**src/rtl/cpu_pkg.sv**
```systemverilog
// Shared constants for the multicycle RISC front end: widths, reset PC,
// fetch FSM state encoding and the NOP instruction word.
package cpu_pkg;

  localparam int PC_W  = 16;
  localparam int INS_W = 16;

  localparam logic [PC_W-1:0] RESET_PC = 16'h0000;

  localparam logic [1:0] S_BOOT  = 2'd0;
  localparam logic [1:0] S_FETCH = 2'd1;
  localparam logic [1:0] S_FULL  = 2'd2;

  localparam logic [INS_W-1:0] INS_NOP = 16'h0000;

  // Sequential PC step; wraps naturally at 2^PC_W.
  function automatic logic [PC_W-1:0] pc_next(input logic [PC_W-1:0] pc);
    return pc + 1'b1;
  endfunction

endpackage

```
**src/rtl/if_pc_reg.sv**
```systemverilog
// Program counter register: synchronous reset, branch load, increment, hold.
// Load has priority over increment.
module if_pc_reg
  import cpu_pkg::*;
(
  input  logic            clk,
  input  logic            reset,
  input  logic            inc,
  input  logic            load,
  input  logic [PC_W-1:0] load_val,
  output logic [PC_W-1:0] pc
);

  always_ff @(posedge clk) begin
    if (reset)
      pc <= RESET_PC;
    else if (load)
      pc <= load_val;
    else if (inc)
      pc <= pc_next(pc);
  end

endmodule

```
**src/rtl/if_fetch_stage.sv**
```systemverilog
// Instruction-fetch stage: PC, instruction-memory req/valid handshake, one-entry
// IF/ID buffer, branch redirect. Optional consumed-instruction counter: IF_FETCH_CNT_EN.
module if_fetch_stage
  import cpu_pkg::*;
(
  input  logic             clk,
  input  logic             Reset,
  output logic             IMReq,
  output logic [PC_W-1:0]  IMAddr,
  input  logic [INS_W-1:0] IMData,
  input  logic             IMValid,
  input  logic             Stall,
  input  logic             BranchTaken,
  input  logic [PC_W-1:0]  BranchTarget,
  output logic [INS_W-1:0] Ins,
  output logic [PC_W-1:0]  PC_ID,
  output logic             InsValid
`ifdef IF_FETCH_CNT_EN
  ,
  output logic [15:0]      FetchCnt
`endif
);

  // Handshake: IMReq stays high with a stable IMAddr until the single
  // IMValid strobe for that request; a branch during an outstanding request
  // marks its response for discard instead of moving IMAddr.
  logic [1:0]      state;
  logic            discard;
  logic [PC_W-1:0] pc;
  logic [PC_W-1:0] stale_addr;
  logic            fetch_ok;
  logic            consume;

  assign IMReq    = (state == S_FETCH);
  assign IMAddr   = discard ? stale_addr : pc;
  assign fetch_ok = (state == S_FETCH) && IMValid && !discard && !BranchTaken;
  assign consume  = (state == S_FULL) && InsValid && !Stall && !BranchTaken;

  if_pc_reg u_pc_reg (
    .clk      (clk),
    .reset    (Reset),
    .inc      (fetch_ok),
    .load     (BranchTaken),
    .load_val (BranchTarget),
    .pc       (pc)
  );

  always_ff @(posedge clk) begin
    if (Reset) begin
      state      <= S_BOOT;
      discard    <= 1'b0;
      stale_addr <= RESET_PC;
      Ins        <= INS_NOP;
      PC_ID      <= '0;
      InsValid   <= 1'b0;
    end else begin
      if (BranchTaken)
        InsValid <= 1'b0;
      case (state)
        S_BOOT: state <= S_FETCH;
        S_FETCH: begin
          if (IMValid) begin
            discard <= 1'b0;
            if (fetch_ok) begin
              Ins      <= IMData;
              PC_ID    <= pc;
              InsValid <= 1'b1;
              state    <= S_FULL;
            end
          end else if (BranchTaken && !discard) begin
            // Remember the in-flight address so IMAddr stays put until its response.
            discard    <= 1'b1;
            stale_addr <= pc;
          end
        end
        S_FULL: begin
          if (BranchTaken || consume) begin
            InsValid <= 1'b0;
            state    <= S_FETCH;
          end
        end
        default: state <= S_BOOT;
      endcase
    end
  end

`ifdef IF_FETCH_CNT_EN
  always_ff @(posedge clk) begin
    if (Reset)
      FetchCnt <= '0;
    else if (consume)
      FetchCnt <= FetchCnt + 16'd1;
  end
`endif

endmodule
```
**config.mk**
```make
export PLATFORM = sky130hd
export DESIGN_NAME = if_fetch_stage
export DESIGN_NICKNAME = d
export VERILOG_FILES = /design/src/rtl/cpu_pkg.sv /design/src/rtl/if_pc_reg.sv /design/src/rtl/if_fetch_stage.sv
export SDC_FILE = /design/constraint.sdc
export NUM_CORES = 1
export LEC_CHECK = 0
export ABC_AREA = 0
export BUFFER_PORTS_ARGS = -buffer_cell sky130_fd_sc_hd__clkbuf_2
export CELL_PAD_IN_SITES_DETAIL_PLACEMENT = 1
export CELL_PAD_IN_SITES_GLOBAL_PLACEMENT = 1
export CORE_MARGIN = 2
export CORE_UTILIZATION = 40
export CTS_CLUSTER_DIAMETER = 100
export DETAILED_ROUTE_END_ITERATION = 10
export HOLD_SLACK_MARGIN = 0.06
export PLACE_DENSITY_LB_ADDON = 0.1
export SYNTH_ARGS = -nofsm -noshare
export SYNTH_HDL_FRONTEND = slang
export SYNTH_SLANG_ARGS = --single-unit
```
**constraint.sdc**
```tcl
create_clock -name clk -period 3.02 [get_ports clk]
set_input_delay 0.604 -clock clk [delete_from_list [all_inputs] [get_ports clk]]
set_output_delay 0.604 -clock clk [all_outputs]
set_load 0.03 [all_outputs]
```
==> metrics.txt <==
# TYPE chip_impl_metric gauge
chip_impl_info{name="outcome",value="complete, no violations"} 1
chip_impl_metric{name="global_route_wire_length_before_repair",unit="mm"} 13.41
chip_impl_metric{name="wire_per_inst",unit="um"} 14.71
chip_impl_metric{name="post_cts.resized_instances",unit=""} 0
chip_impl_metric{name="drv.max_cap_violation_count",unit=""} 0
chip_impl_metric{name="drt_iter0_drc",unit=""} 70
chip_impl_metric{name="number_of_global_route_vias_before_repair",unit=""} 2710
chip_impl_metric{name="synthesis.yosys.warnings",unit=""} 0
chip_impl_metric{name="worst_path_largest_cell_delay",unit="ps"} 620
chip_impl_info{name="grt_setup_unrepaired",value="false"} 1
chip_impl_metric{name="combined_global_route_utilization_of_all_metal_layers",unit=""} 0.2024
chip_impl_info{name="worst_setup_path_end_kind",value="output pin"} 1
chip_impl_metric{name="postCtsSetupBuffers",unit=""} 0
chip_impl_metric{name="fmax",unit="GHz"} 0.4120
chip_impl_metric{name="initial_core_utilization",unit=""} 0.4180
chip_impl_metric{name="yosys.cell_types.count",unit=""} 42
chip_impl_metric{name="gpl.final_weighted_congestion",unit=""} 0.7306
chip_impl_info{name="synth_flop_cell",value="sky130_fd_sc_hd__dfxtp_1"} 1
chip_impl_metric{name="place.detailed.hpwl",unit="mm"} 5.657
chip_impl_info{name="timing.critical_path.slowest_stage_cell",value="sky130_fd_sc_hd__dfxtp_1"} 1
chip_impl_metric{name="postRouteAntennaNets",unit=""} 0
chip_impl_metric{name="port_buffers",unit=""} 86
chip_impl_metric{name="wirelength",unit="mm"} 8.150
chip_impl_metric{name="max-vdd-ir-drop",unit="V"} 0.0002452
chip_impl_metric{name="post_layout_nets",unit=""} 494
chip_impl_metric{name="clk_latency",unit="ps"} 340
chip_impl_metric{name="mappedNetlistArea",unit="sq um"} 3064
chip_impl_metric{name="syn-num-nets",unit=""} 418
chip_impl_metric{name="fp.dieW",unit="um"} 91.53
chip_impl_info{name="critPathLaunchType",value="flip-flop"} 1
chip_impl_metric{name="post-route-worst-setup-slack",unit="ps"} 592.6
chip_impl_metric{name="clock_sinks",unit=""} 68
chip_impl_metric{name="timing_hold_violations_final",unit=""} 0
chip_impl_metric{name="cts-htree-levels",unit=""} 3
chip_impl_metric{name="finalSetupViolCount",unit=""} 0
chip_impl_metric{name="report.power.total",unit="mW"} 2.232
chip_impl_metric{name="leakagePower",unit="nW"} 1.508
chip_impl_metric{name="count_of_flip_flops_with_a_built_in_enable_after_synthesis",unit=""} 0
chip_impl_metric{name="first_pass_iters",unit=""} 4
chip_impl_metric{name="routed-via-count",unit=""} 2810
chip_impl_metric{name="groute.layer.met1.usage",unit=""} 0.2645
chip_impl_metric{name="remaining_drc_errors",unit=""} 0
chip_impl_metric{name="crit_required",unit="ps"} 2420
chip_impl_metric{name="groute.layer.met3.usage",unit=""} 0.03734
chip_impl_metric{name="final.setup.tns",unit="ps"} 0
chip_impl_metric{name="die_area",unit="sq um"} 8377
chip_impl_metric{name="skew",unit="ps"} 8.510
chip_impl_metric{name="power_density_of_the_placed_cells",unit="nW/um^2"} 600.1
chip_impl_metric{name="async_reset_ff_frac",unit=""} 0
chip_impl_metric{name="layout-drive-gt1-share",unit=""} 0.2879
chip_impl_metric{name="worst_slew_margin_rel",unit=""} 0.3946
chip_impl_metric{name="grt_start_max_net_pins",unit=""} 42
chip_impl_metric{name="yosys_register_bits",unit=""} 68
chip_impl_metric{name="core_region_area",unit="sq um"} 7331
chip_impl_metric{name="clkTransAtPathRegs",unit="ps"} 70
chip_impl_metric{name="final_min_period_over_clock_period",unit=""} 0.8038
chip_impl_metric{name="overflow",unit=""} 0
chip_impl_metric{name="min_period",unit="ps"} 2427
chip_impl_metric{name="cts-buffers-inserted",unit=""} 9
chip_impl_metric{name="areaGrowthSynthToFinish",unit="%"} 21.40
chip_impl_metric{name="cp.arrival",unit="ps"} 1820
chip_impl_metric{name="timing_worst_slew_pin_value",unit="ps"} 908.1
chip_impl_info{name="tritoncts",value="yes"} 1
chip_impl_info{name="holdCritPathClass",value="reg -> reg"} 1
chip_impl_info{name="clock_tree.root_cell",value="sky130_fd_sc_hd__clkbuf_8"} 1
chip_impl_metric{name="clock_tree.buffer_depth",unit=""} 2
chip_impl_metric{name="gr-usage-met2",unit=""} 0.3235
chip_impl_metric{name="grt_antenna_before_repair",unit=""} 0
chip_impl_info{name="timing.setup.critical_path_class",value="reg -> out"} 1
chip_impl_metric{name="netlist_instances",unit=""} 375
chip_impl_metric{name="fp_rows",unit=""} 31
chip_impl_metric{name="synth_seq_area_share",unit=""} 0.4443
chip_impl_metric{name="die_height",unit="um"} 91.53
chip_impl_metric{name="report.final.slew_viol_count",unit=""} 0
chip_impl_metric{name="post_synth.cell_area_avg",unit="sq um"} 8.171
chip_impl_info{name="grt_busiest_layer",value="met2"} 1
chip_impl_metric{name="ios",unit=""} 87
chip_impl_metric{name="route.detailed.vias_per_inst",unit=""} 5.072
chip_impl_metric{name="holdWs",unit="ps"} 455.8
chip_impl_info{name="crit_chain",value="buf_4, mux2_2, clkbuf_2"} 1
chip_impl_metric{name="dpl_worst_slack",unit="ps"} 826.6
chip_impl_metric{name="n_diodes",unit=""} 0
chip_impl_metric{name="critical_path.max_fanout",unit=""} 15
chip_impl_metric{name="cts_hold_repair.buffers",unit=""} 0
-- worst max-delay path, delay by kind of cell, from the launching register on --
family | cells | cell delay (ps)
buf+inv | 2 | 500
flops | 1 | 620
mux | 1 | 360
-- report_power, final --
part           switching, mW  internal [mW]  leakage [nW]
sequential            0.0683          0.955         0.553
clock                  0.333          0.337        0.0893
combinational          0.352          0.187         0.866
-- placed cells by master, fill, tap and decap left out, types with 2 or more instances in the layout --
cell type,n
sky130_fd_sc_hd__and4_1,3
sky130_fd_sc_hd__clkbuf_2,86
sky130_fd_sc_hd__ha_1,6
sky130_fd_sc_hd__nand2_1,114
sky130_fd_sc_hd__or3_1,2
sky130_fd_sc_hd__mux2_2,12
sky130_fd_sc_hd__nor4_2,3
sky130_fd_sc_hd__a31oi_1,2
sky130_fd_sc_hd__a32oi_1,2
sky130_fd_sc_hd__clkbuf_1,2
sky130_fd_sc_hd__o31a_1,3
sky130_fd_sc_hd__nand3_1,3
sky130_fd_sc_hd__dfxtp_1,68
sky130_fd_sc_hd__nor2_1,15
sky130_fd_sc_hd__o21ai_0,5
sky130_fd_sc_hd__xnor2_1,10
sky130_fd_sc_hd__a211oi_1,8
sky130_fd_sc_hd__buf_4,7
sky130_fd_sc_hd__a21oi_1,56
sky130_fd_sc_hd__inv_1,10
sky130_fd_sc_hd__nor3_1,4
sky130_fd_sc_hd__clkinv_2,2
sky130_fd_sc_hd__clkbuf_8,11
-- per-layer routing --
layer | vias to the layer above | wire (um)
li1 | 1409 | -
met1 | 1311 | 3771
met2 | 75 | 3790
met3 | 15 | 391
met4 | 0 | 197
met5 | - | 0
-- flip-flops by register name, summed over array words and instances, names as in the netlist --
| signal | count |
|---|---|
| PC_ID | 16 |
| InsValid | 1 |
| stale_addr | 16 |
| discard | 1 |
| u_pc_reg.pc | 16 |
| Ins | 16 |
| state | 2 |
-- through the flow --
step,cell area [sq um],util,std cells
3_3_place_gp,3551,0.4844,539
5_1_grt,3720,0.5074,554
2_1_floorplan,3064,-,375
3_5_place_dp,3551,0.4844,539
4_1_cts,3720,0.5074,554
6_report,3720,0.5074,554
-- cell usage after synthesis (3+ instances only) --
library cell               count  area share
sky130_fd_sc_hd__a211oi_1      8       0.020
sky130_fd_sc_hd__o21ai_0       5      0.0082
sky130_fd_sc_hd__nand2_1     114        0.14
sky130_fd_sc_hd__ha_1          6       0.024
sky130_fd_sc_hd__and4_1        3      0.0086
sky130_fd_sc_hd__a21oi_1      56       0.091
sky130_fd_sc_hd__nor4_2        3       0.012
sky130_fd_sc_hd__o31a_1        3      0.0086
sky130_fd_sc_hd__xnor2_1      10       0.029
sky130_fd_sc_hd__inv_1        10       0.012
sky130_fd_sc_hd__nor2_1       15       0.018
sky130_fd_sc_hd__clkbuf_1     15       0.018
sky130_fd_sc_hd__nand3_1       3      0.0049
sky130_fd_sc_hd__mux2_2       12       0.044
sky130_fd_sc_hd__dfxtp_1      68        0.44
sky130_fd_sc_hd__nor3_1        4      0.0065
sky130_fd_sc_hd__buf_2        12       0.020
-- layout make-up --
class                      instances  area (sq um)
tap                               99         123.9
clock buffer                      13         158.9
sequential                        68          1361
inverter                          11         41.29
fill                             934          3611
timing repair buffer              93         483.0
multi-input combinational        268          1541
clock inverter                     2         10.01
-- kinds of logic (layout without fill, tap and decap cells) --
kind of cell,after synthesis,in the layout,share of synthesized area
XOR/XNOR,10,10,0.02858
flip-flops,68,68,0.4443
AND/OR/NAND/NOR,156,156,0.2421
AO/OA/AOI/OAI,82,82,0.1568
multiplexers,14,14,0.05104
adder cells (fa/ha/maj),6,6,0.02450
buffers and inverters,39,119,0.05267
-- worst paths after layout --
| check | from | end | slack, ps | cells past startpoint |
|---|---|---|---|---|
| worst min-delay path | Ins[13] | Ins[13] | 460 | 2 |
| worst max-delay path | discard | IMAddr[12] | 590 | 3 |
| worst min register to register | Ins[13] | Ins[13] | 460 | 2 |
| worst max register to register | state[1] | Ins[8] | 800 | 7 |
Note: power is estimated with default switching activity, not from simulation.
